`src/rtl/apb_req_arbiter.sv`:
```
// Two-requester APB master arbiter with round-robin grant and an optional
// ACCESS-phase timeout enabled by defining APB_ARB_TIMEOUT_EN.
module apb_req_arbiter #(
    parameter int ADDR_W  = 32,
    parameter int DATA_W  = 32,
    parameter int TIMEOUT = 16
) (
    input  logic              clk,
    input  logic              rst_n,
    input  logic [1:0]        req_i,
    input  logic [1:0]        write_i,
    input  logic [ADDR_W-1:0] addr0_i,
    input  logic [ADDR_W-1:0] addr1_i,
    input  logic [DATA_W-1:0] wdata0_i,
    input  logic [DATA_W-1:0] wdata1_i,
    output logic [1:0]        done_o,
    output logic              err_o,
    output logic [DATA_W-1:0] rdata_o,
    output logic              psel_o,
    output logic              penable_o,
    output logic              pwrite_o,
    output logic [ADDR_W-1:0] paddr_o,
    output logic [DATA_W-1:0] pwdata_o,
    input  logic              pready_i,
    input  logic [DATA_W-1:0] prdata_i
);

    typedef enum logic [1:0] {
        IDLE,
        SETUP,
        ACCESS,
        DONE
    } state_t;

    state_t            state_q;
    state_t            state_d;
    logic              last_q;
    logic              gnt_q;
    logic              sel;
    logic              wr_q;
    logic [ADDR_W-1:0] addr_q;
    logic [DATA_W-1:0] wdata_q;
    logic [DATA_W-1:0] rdata_q;
    logic              start;
    logic              finish;
    logic              expire;

    // On contention the requester not served last wins.
    always_comb begin
        sel = 1'b0;
        unique case (req_i)
            2'b01:   sel = 1'b0;
            2'b10:   sel = 1'b1;
            2'b11:   sel = ~last_q;
            default: sel = 1'b0;
        endcase
    end

    assign start  = (state_q == IDLE) && (req_i != 2'b00);
    assign finish = (state_q == ACCESS) && pready_i;

`ifdef APB_ARB_TIMEOUT_EN
    localparam int CW = $clog2(TIMEOUT + 1);

    logic [CW-1:0] cnt_q;
    logic          err_q;

    // The limit fires on the TIMEOUT-th stalled ACCESS cycle; pready wins.
    assign expire = (state_q == ACCESS) && !pready_i
                    && (cnt_q == CW'(TIMEOUT - 1));

    always_ff @(posedge clk or negedge rst_n) begin
        if (!rst_n) begin
            cnt_q <= '0;
            err_q <= 1'b0;
        end else begin
            if (state_q == SETUP) begin
                cnt_q <= '0;
            end else if (state_q == ACCESS && !pready_i) begin
                cnt_q <= cnt_q + 1'b1;
            end
            if (finish) begin
                err_q <= 1'b0;
            end else if (expire) begin
                err_q <= 1'b1;
            end
        end
    end

    assign err_o = err_q && (state_q == DONE);
`else
    assign expire = 1'b0;
    assign err_o  = 1'b0;
`endif

    always_comb begin
        state_d = state_q;
        unique case (state_q)
            IDLE: begin
                if (req_i != 2'b00) begin
                    state_d = SETUP;
                end
            end
            SETUP: begin
                state_d = ACCESS;
            end
            ACCESS: begin
                if (finish || expire) begin
                    state_d = DONE;
                end
            end
            DONE: begin
                state_d = IDLE;
            end
            default: begin
                state_d = IDLE;
            end
        endcase
    end

    always_ff @(posedge clk or negedge rst_n) begin
        if (!rst_n) begin
            state_q <= IDLE;
        end else begin
            state_q <= state_d;
        end
    end

    // Operands are captured only at grant so requester activity
    // during a transfer cannot disturb the bus.
    always_ff @(posedge clk or negedge rst_n) begin
        if (!rst_n) begin
            last_q  <= 1'b1;
            gnt_q   <= 1'b0;
            wr_q    <= 1'b0;
            addr_q  <= '0;
            wdata_q <= '0;
        end else if (start) begin
            last_q  <= sel;
            gnt_q   <= sel;
            wr_q    <= sel ? write_i[1] : write_i[0];
            addr_q  <= sel ? addr1_i : addr0_i;
            wdata_q <= sel ? wdata1_i : wdata0_i;
        end
    end

    always_ff @(posedge clk or negedge rst_n) begin
        if (!rst_n) begin
            rdata_q <= '0;
        end else if (finish) begin
            if (!wr_q) begin
                rdata_q <= prdata_i;
            end
        end else if (expire) begin
            rdata_q <= '0;
        end
    end

    assign psel_o    = (state_q == SETUP) || (state_q == ACCESS);
    assign penable_o = (state_q == ACCESS);
    assign pwrite_o  = wr_q;
    assign paddr_o   = addr_q;
    assign pwdata_o  = wdata_q;
    assign rdata_o   = rdata_q;
    assign done_o    = (state_q != DONE) ? 2'b00
                     : (gnt_q ? 2'b10 : 2'b01);

endmodule

```
`config.mk`:
```
export PLATFORM = sky130hd
export DESIGN_NAME = apb_req_arbiter
export DESIGN_NICKNAME = d
export VERILOG_FILES = /design/src/rtl/apb_req_arbiter.sv
export SDC_FILE = /design/constraint.sdc
export NUM_CORES = 1
export LEC_CHECK = 0
export BUFFER_PORTS_ARGS = -buffer_cell sky130_fd_sc_hd__buf_4
export CORE_ASPECT_RATIO = 1.75
export CORE_MARGIN = 4
export CORE_UTILIZATION = 30
export DETAILED_ROUTE_END_ITERATION = 8
export PLACE_DENSITY = 0.58
export SYNTH_ARGS = -nofsm -noshare
export SYNTH_HDL_FRONTEND = slang
export SYNTH_SLANG_ARGS = --single-unit
```
`constraint.sdc`:
```
create_clock -name clk -period 4.4 [get_ports clk]
set_input_delay 0.44 -clock clk [delete_from_list [all_inputs] [get_ports clk]]
set_output_delay 0.44 -clock clk [all_outputs]
set_load 0.05 [all_outputs]
```
Yosys cells after proc, flatten, opt, wreduce, memory -nomap -nowiden
Index checks and enable logic that the tools add are counted.
Storage, ports and cells
  input port bits: 167
  word-level logic and storage cells: 33
  register bits after elaboration: 101
  output and inout port bits: 102
Cells by class
  equal/unequal tests: 8
  bitwise logic cells: 2
  reductions and logical operators: 7
  muxes and demuxes: 9
Operators with widths (number)
  two-way mux 32 bit: 2
  equality test 2 bit, second input constant: 4
  two-way mux 2 bit: 4
  case mux 2 bit (4 select lines): 1
  inequality test 2 x 1 -> 1 bit, second input constant: 2
  AND reduction 2 bit: 2
  equality test 2 x 1 -> 1 bit, second input constant: 1
  logical AND 1 bit: 2
  zero test 2 bit: 1
  inequality test 2 bit, second input constant: 1
  NOT 1 bit: 2
  case mux 1 bit (2 select lines): 1
  nonzero test 2 bit: 1
  logical OR 1 bit: 1
  two-way mux 1 bit: 1

Longest topological paths before layout
  depth after elaboration: 4
  mapped depth: 7

Worst setup path before layout
No wires, ideal clock.
  path kind: reg2reg
  start: register state_q[0]
  end: register rdata_q[10], in the netlist rdata_o[10]
  setup time: 0.125 ns
  required time: 4.275 ns
  cell stages (with the launch flop): 6
  data arrival time: 1.695 ns
  path buffers: 1
  path slack: 2.580 ns
  path through: dfrtp_1 > inv_1 > ha_1 > nand3b_1 > buf_2 > mux2_2
On the way
  word-level cells in the longest chain between the ends: 3
Ends and longest elaborated chain
  start: declaration: line 35  | state_t state_q;
  start signal: assignment: line 125  | state_q <= state_d;
  equality test 2 bit
  net penable_o: line 20  | output logic penable_o,
  logical AND 1 bit: line 60  | assign finish = (state_q == ACCESS) && pready_i;
  AND reduction 2 bit (no line)
  end signal: assignment: line 152  | rdata_q <= prdata_i;
  end: declaration: line 43  | logic [DATA_W-1:0] rdata_q;
The timed path passes the listed nets, and every way through them passes these cells.
A chain may end at the register's enable or synchronous reset.

Worst setup path after layout
  start: register state_q[0]
  end: register addr_q[23], in the netlist paddr_o[23]
On the way
  word-level cells in the longest chain between the ends: 2
Ends and longest elaborated chain
  zero test 2 bit: line 59  | assign start = (state_q == IDLE) && (req_i != 2'b00);
  logical AND 1 bit: line 59
  end signal: assignment: line 142  | addr_q <= sel ? addr1_i : addr0_i;
  end: declaration: line 41  | logic [ADDR_W-1:0] addr_q;
Every way passes these cells.

==> metrics.csv <==
stage,metric,value,unit
place,place_ws,2.09,ns
outcome,status,"finished, final reports clean",
worst_setup_path,crit_end,paddr_o[23],
sta,finalCritPeriodShare,51.9,%
route,drtPass1Iterations,4,
die,rows,58,
worst_setup_path,cpPeakStageDelay,0.77,ns
die,dieArea,16700,µm²
worst_setup_path,crit_path_max_fanout,44,
cts,cts_made_buffers,9,
route,routed_wl,14900,µm
synth,avgSynthCellArea,9.80,µm²
sta,worst_slack,2.12,ns
power,p_total,6.19,mW
synth,yosysWarnings,0,
synth,synthTopCellsByArea,"dfrtp_1 57%, a21oi_1 15%, mux2_2 8.5%",
synth,synth_top_cell_by_area,dfrtp_1,
global_routing,grt_pass1_vias,4455,
finish,final_cells,884,
synth,synth_seq_area_share,57.7,%
cts,clockBufferDepth,2,
worst_setup_path,r2r_start,state_q[0],
place,place_congestion,0.773,
sta,setup_violations,0,
sta,slew_headroom,35.6,%
synth,synth_top_area_share,57.1,%
cts,cts.htree.levels,3,
synth,synth_cell_type_count,24,
synth,syn_nets,618,
finish,drive_gt1_share,46.4,%
worst_setup_path,ff2ff_path_depth,6,
synth,ys_top_cells_by_count,"132 x a21oi_1, 100 x dfrtp_1, 65 x nand2_1, 65 x nor2_1, 33 x mux2_2",
synth,mappedNetlistArea,4380,µm²
worst_setup_path,worstSetupStartpointType,flop,
cts,post_cts_buffers,0,
cts,cts_root_buf,clkbuf_16,
synth,netlist_instances,447,
global_routing,grt_pass1_wl,22700,µm
worst_setup_path,arrival,2.54,ns
finish,post-route-util,47.4,%
sta,finalSetupTns,0,ns
sta,tightestPinTransition,0.964,ns
place,post_dp_cell_area,6490,µm²
global_routing,grt_antenna_before_repair,0,
die,die_y,168,µm
worst_setup_path,r2r_end,paddr_o[23],
worst_setup_path,cp-startpoint,state_q[0],
place,hpwlAfterDp,11300,µm
sta,finClkSkew,0.00700,ns
finish,antennaDiodeCount,0,
die,ios,269,
global_routing,grt_overflow,0,
finish,area_growth,55.5,%
synth,async_reset_ff_share,100,%
sta,finalMaxSlewViolations,0,
finish,nNetsFinal,870,
sta,min_period,2.28,ns
cts,holdBufCountCts,0,
route,viasPerCell,4.72,
synth,synth-edff-count,0,
route,drc_errors,0,
worst_hold_path,hp-class,in2async,
die,fp.dieW,99.3,µm
route,wire_per_inst,16.8,µm
sta,rsz0062_at_grt,no,
sta,hold_slack,0.214,ns
synth,ys_ff_latch,101,
die,initial_core_util,30.5,%
worst_setup_path,end_kind,flop,
place,place.port_buffers,267,
cts,clock-sinks,101,
cts,path_clk_slew,0.07,ns
route,postRouteAntennaNets,0,
place,post-place-cells,868,
worst_setup_path,required,4.66,ns
route,num_vias,4173,
die,core,14400,µm²
worst_setup_path,crit_chain,inv_1 > ha_1 > o21a_2 > buf_4 > nor2_1 > a21oi_1,
synth,yosysMostFrequentCell,a21oi_1,
power,power_density,909,nW/µm²
global_routing,grt_max_degree,72,
cts,cts_resized,0,
route,drt_iter0_drc,63,
worst_setup_path,critPathKind,reg2reg,
flow_run,maxCapViolCount,0,
global_routing,track_usage,17.3,%
worst_setup_path,reg2reg_slack,2.12,ns
power,irDropWorstVdd,359,µV
finish,design_area,6810,µm²
cts,clk_latency,0.34,ns
sta,max_freq,438,MHz
power,p_leak,3.37,nW
synth,synth_ff_type,dfrtp_1,
sta,hold_violations,0,
cts,tritoncts,yes,
worst_setup_path,slowest_stage,o21a_2,
## layout by cell type, fill, tap and decap left out, drive strengths merged
cell type,n
a21bo,1
a21boi,1
a21oi,132
a22o,1
a31oi,1
and2,1
buf,273
bufinv,1
clkbuf,10
clkinvlp,1
conb,1
dfrtp,100
dfstp,1
ha,4
inv,7
mux2,33
nand2,65
nand3b,1
nor2,65
nor2b,1
nor3b,1
o21a,1
o21ai,1
o32a,1
## logic make-up (layout without fill, tap and decap cells)
group / count (synthesis) / count (layout) / synth area share (%)
mux: 33 / 33 / 8.49
compound gates: 139 / 139 / 16.4
simple gates: 134 / 134 / 11.8
flops: 101 / 101 / 57.7
buf+inv: 35 / 292 / 4.34
fa+ha+maj: 4 / 4 / 1.14
other cells: 1 / 1 / 0.0856
## registers in the layout, indices dropped and copies added (netlist names)
| signal | flops |
|---|---|
| gnt_q | 1 |
| last_q | 1 |
| paddr_o | 32 |
| pwdata_o | 32 |
| pwrite_o | 1 |
| rdata_o | 32 |
| state_q | 2 |
## metal layers
layer / global-route usage, % / vias to the layer above / wire, µm
li1: - / 1998 / -
met1: 18.1 / 1966 / 5270
met2: 32.7 / 190 / 8160
met3: 4.52 / 19 / 1150
met4: 5.77 / 0 / 295
met5: 0 / - / 0
## power breakdown
group          total [mW]  switching [mW]  internal, mW
Combinational        3.68            2.54          1.14
Sequential           1.67           0.264          1.41
Clock               0.837           0.368         0.469
Total                6.19            3.17          3.02
## layout make-up
cell class                      count  area, µm²
Clock buffer                       10        239
Clock inverter                      6       77.6
Fill cell                        1403       7560
Inverter                            3       11.3
Multi-Input combinational cell    311       1680
Sequential cell                   101       2530
Tap cell                          180        225
Timing Repair Buffer              273       2050
## critical path: cells and delay by family (launching register included)
| kind | cells | cell delay [ns] |
|---|---|---|
| compound gates | 2 | 0.89 |
| simple gates | 1 | 0.07 |
| flops | 1 | 0.40 |
| buf+inv | 2 | 0.51 |
| fa+ha+maj | 1 | 0.30 |
## how the worst min path moves through the flow
stage,slack [ns],to,depth (start not counted),start
detailed placement,0.49,rdata_o[30],1,rdata_o[30]
CTS,0.26,rdata_o[0],1,rst_n
global placement,0.49,rdata_o[22],1,rdata_o[22]
floorplan,0.14,gnt_q,0,rst_n
finish,0.21,rdata_o[27],1,rst_n
global route,0.28,rdata_o[23],1,rst_n
(Power assumes the default switching activity.)
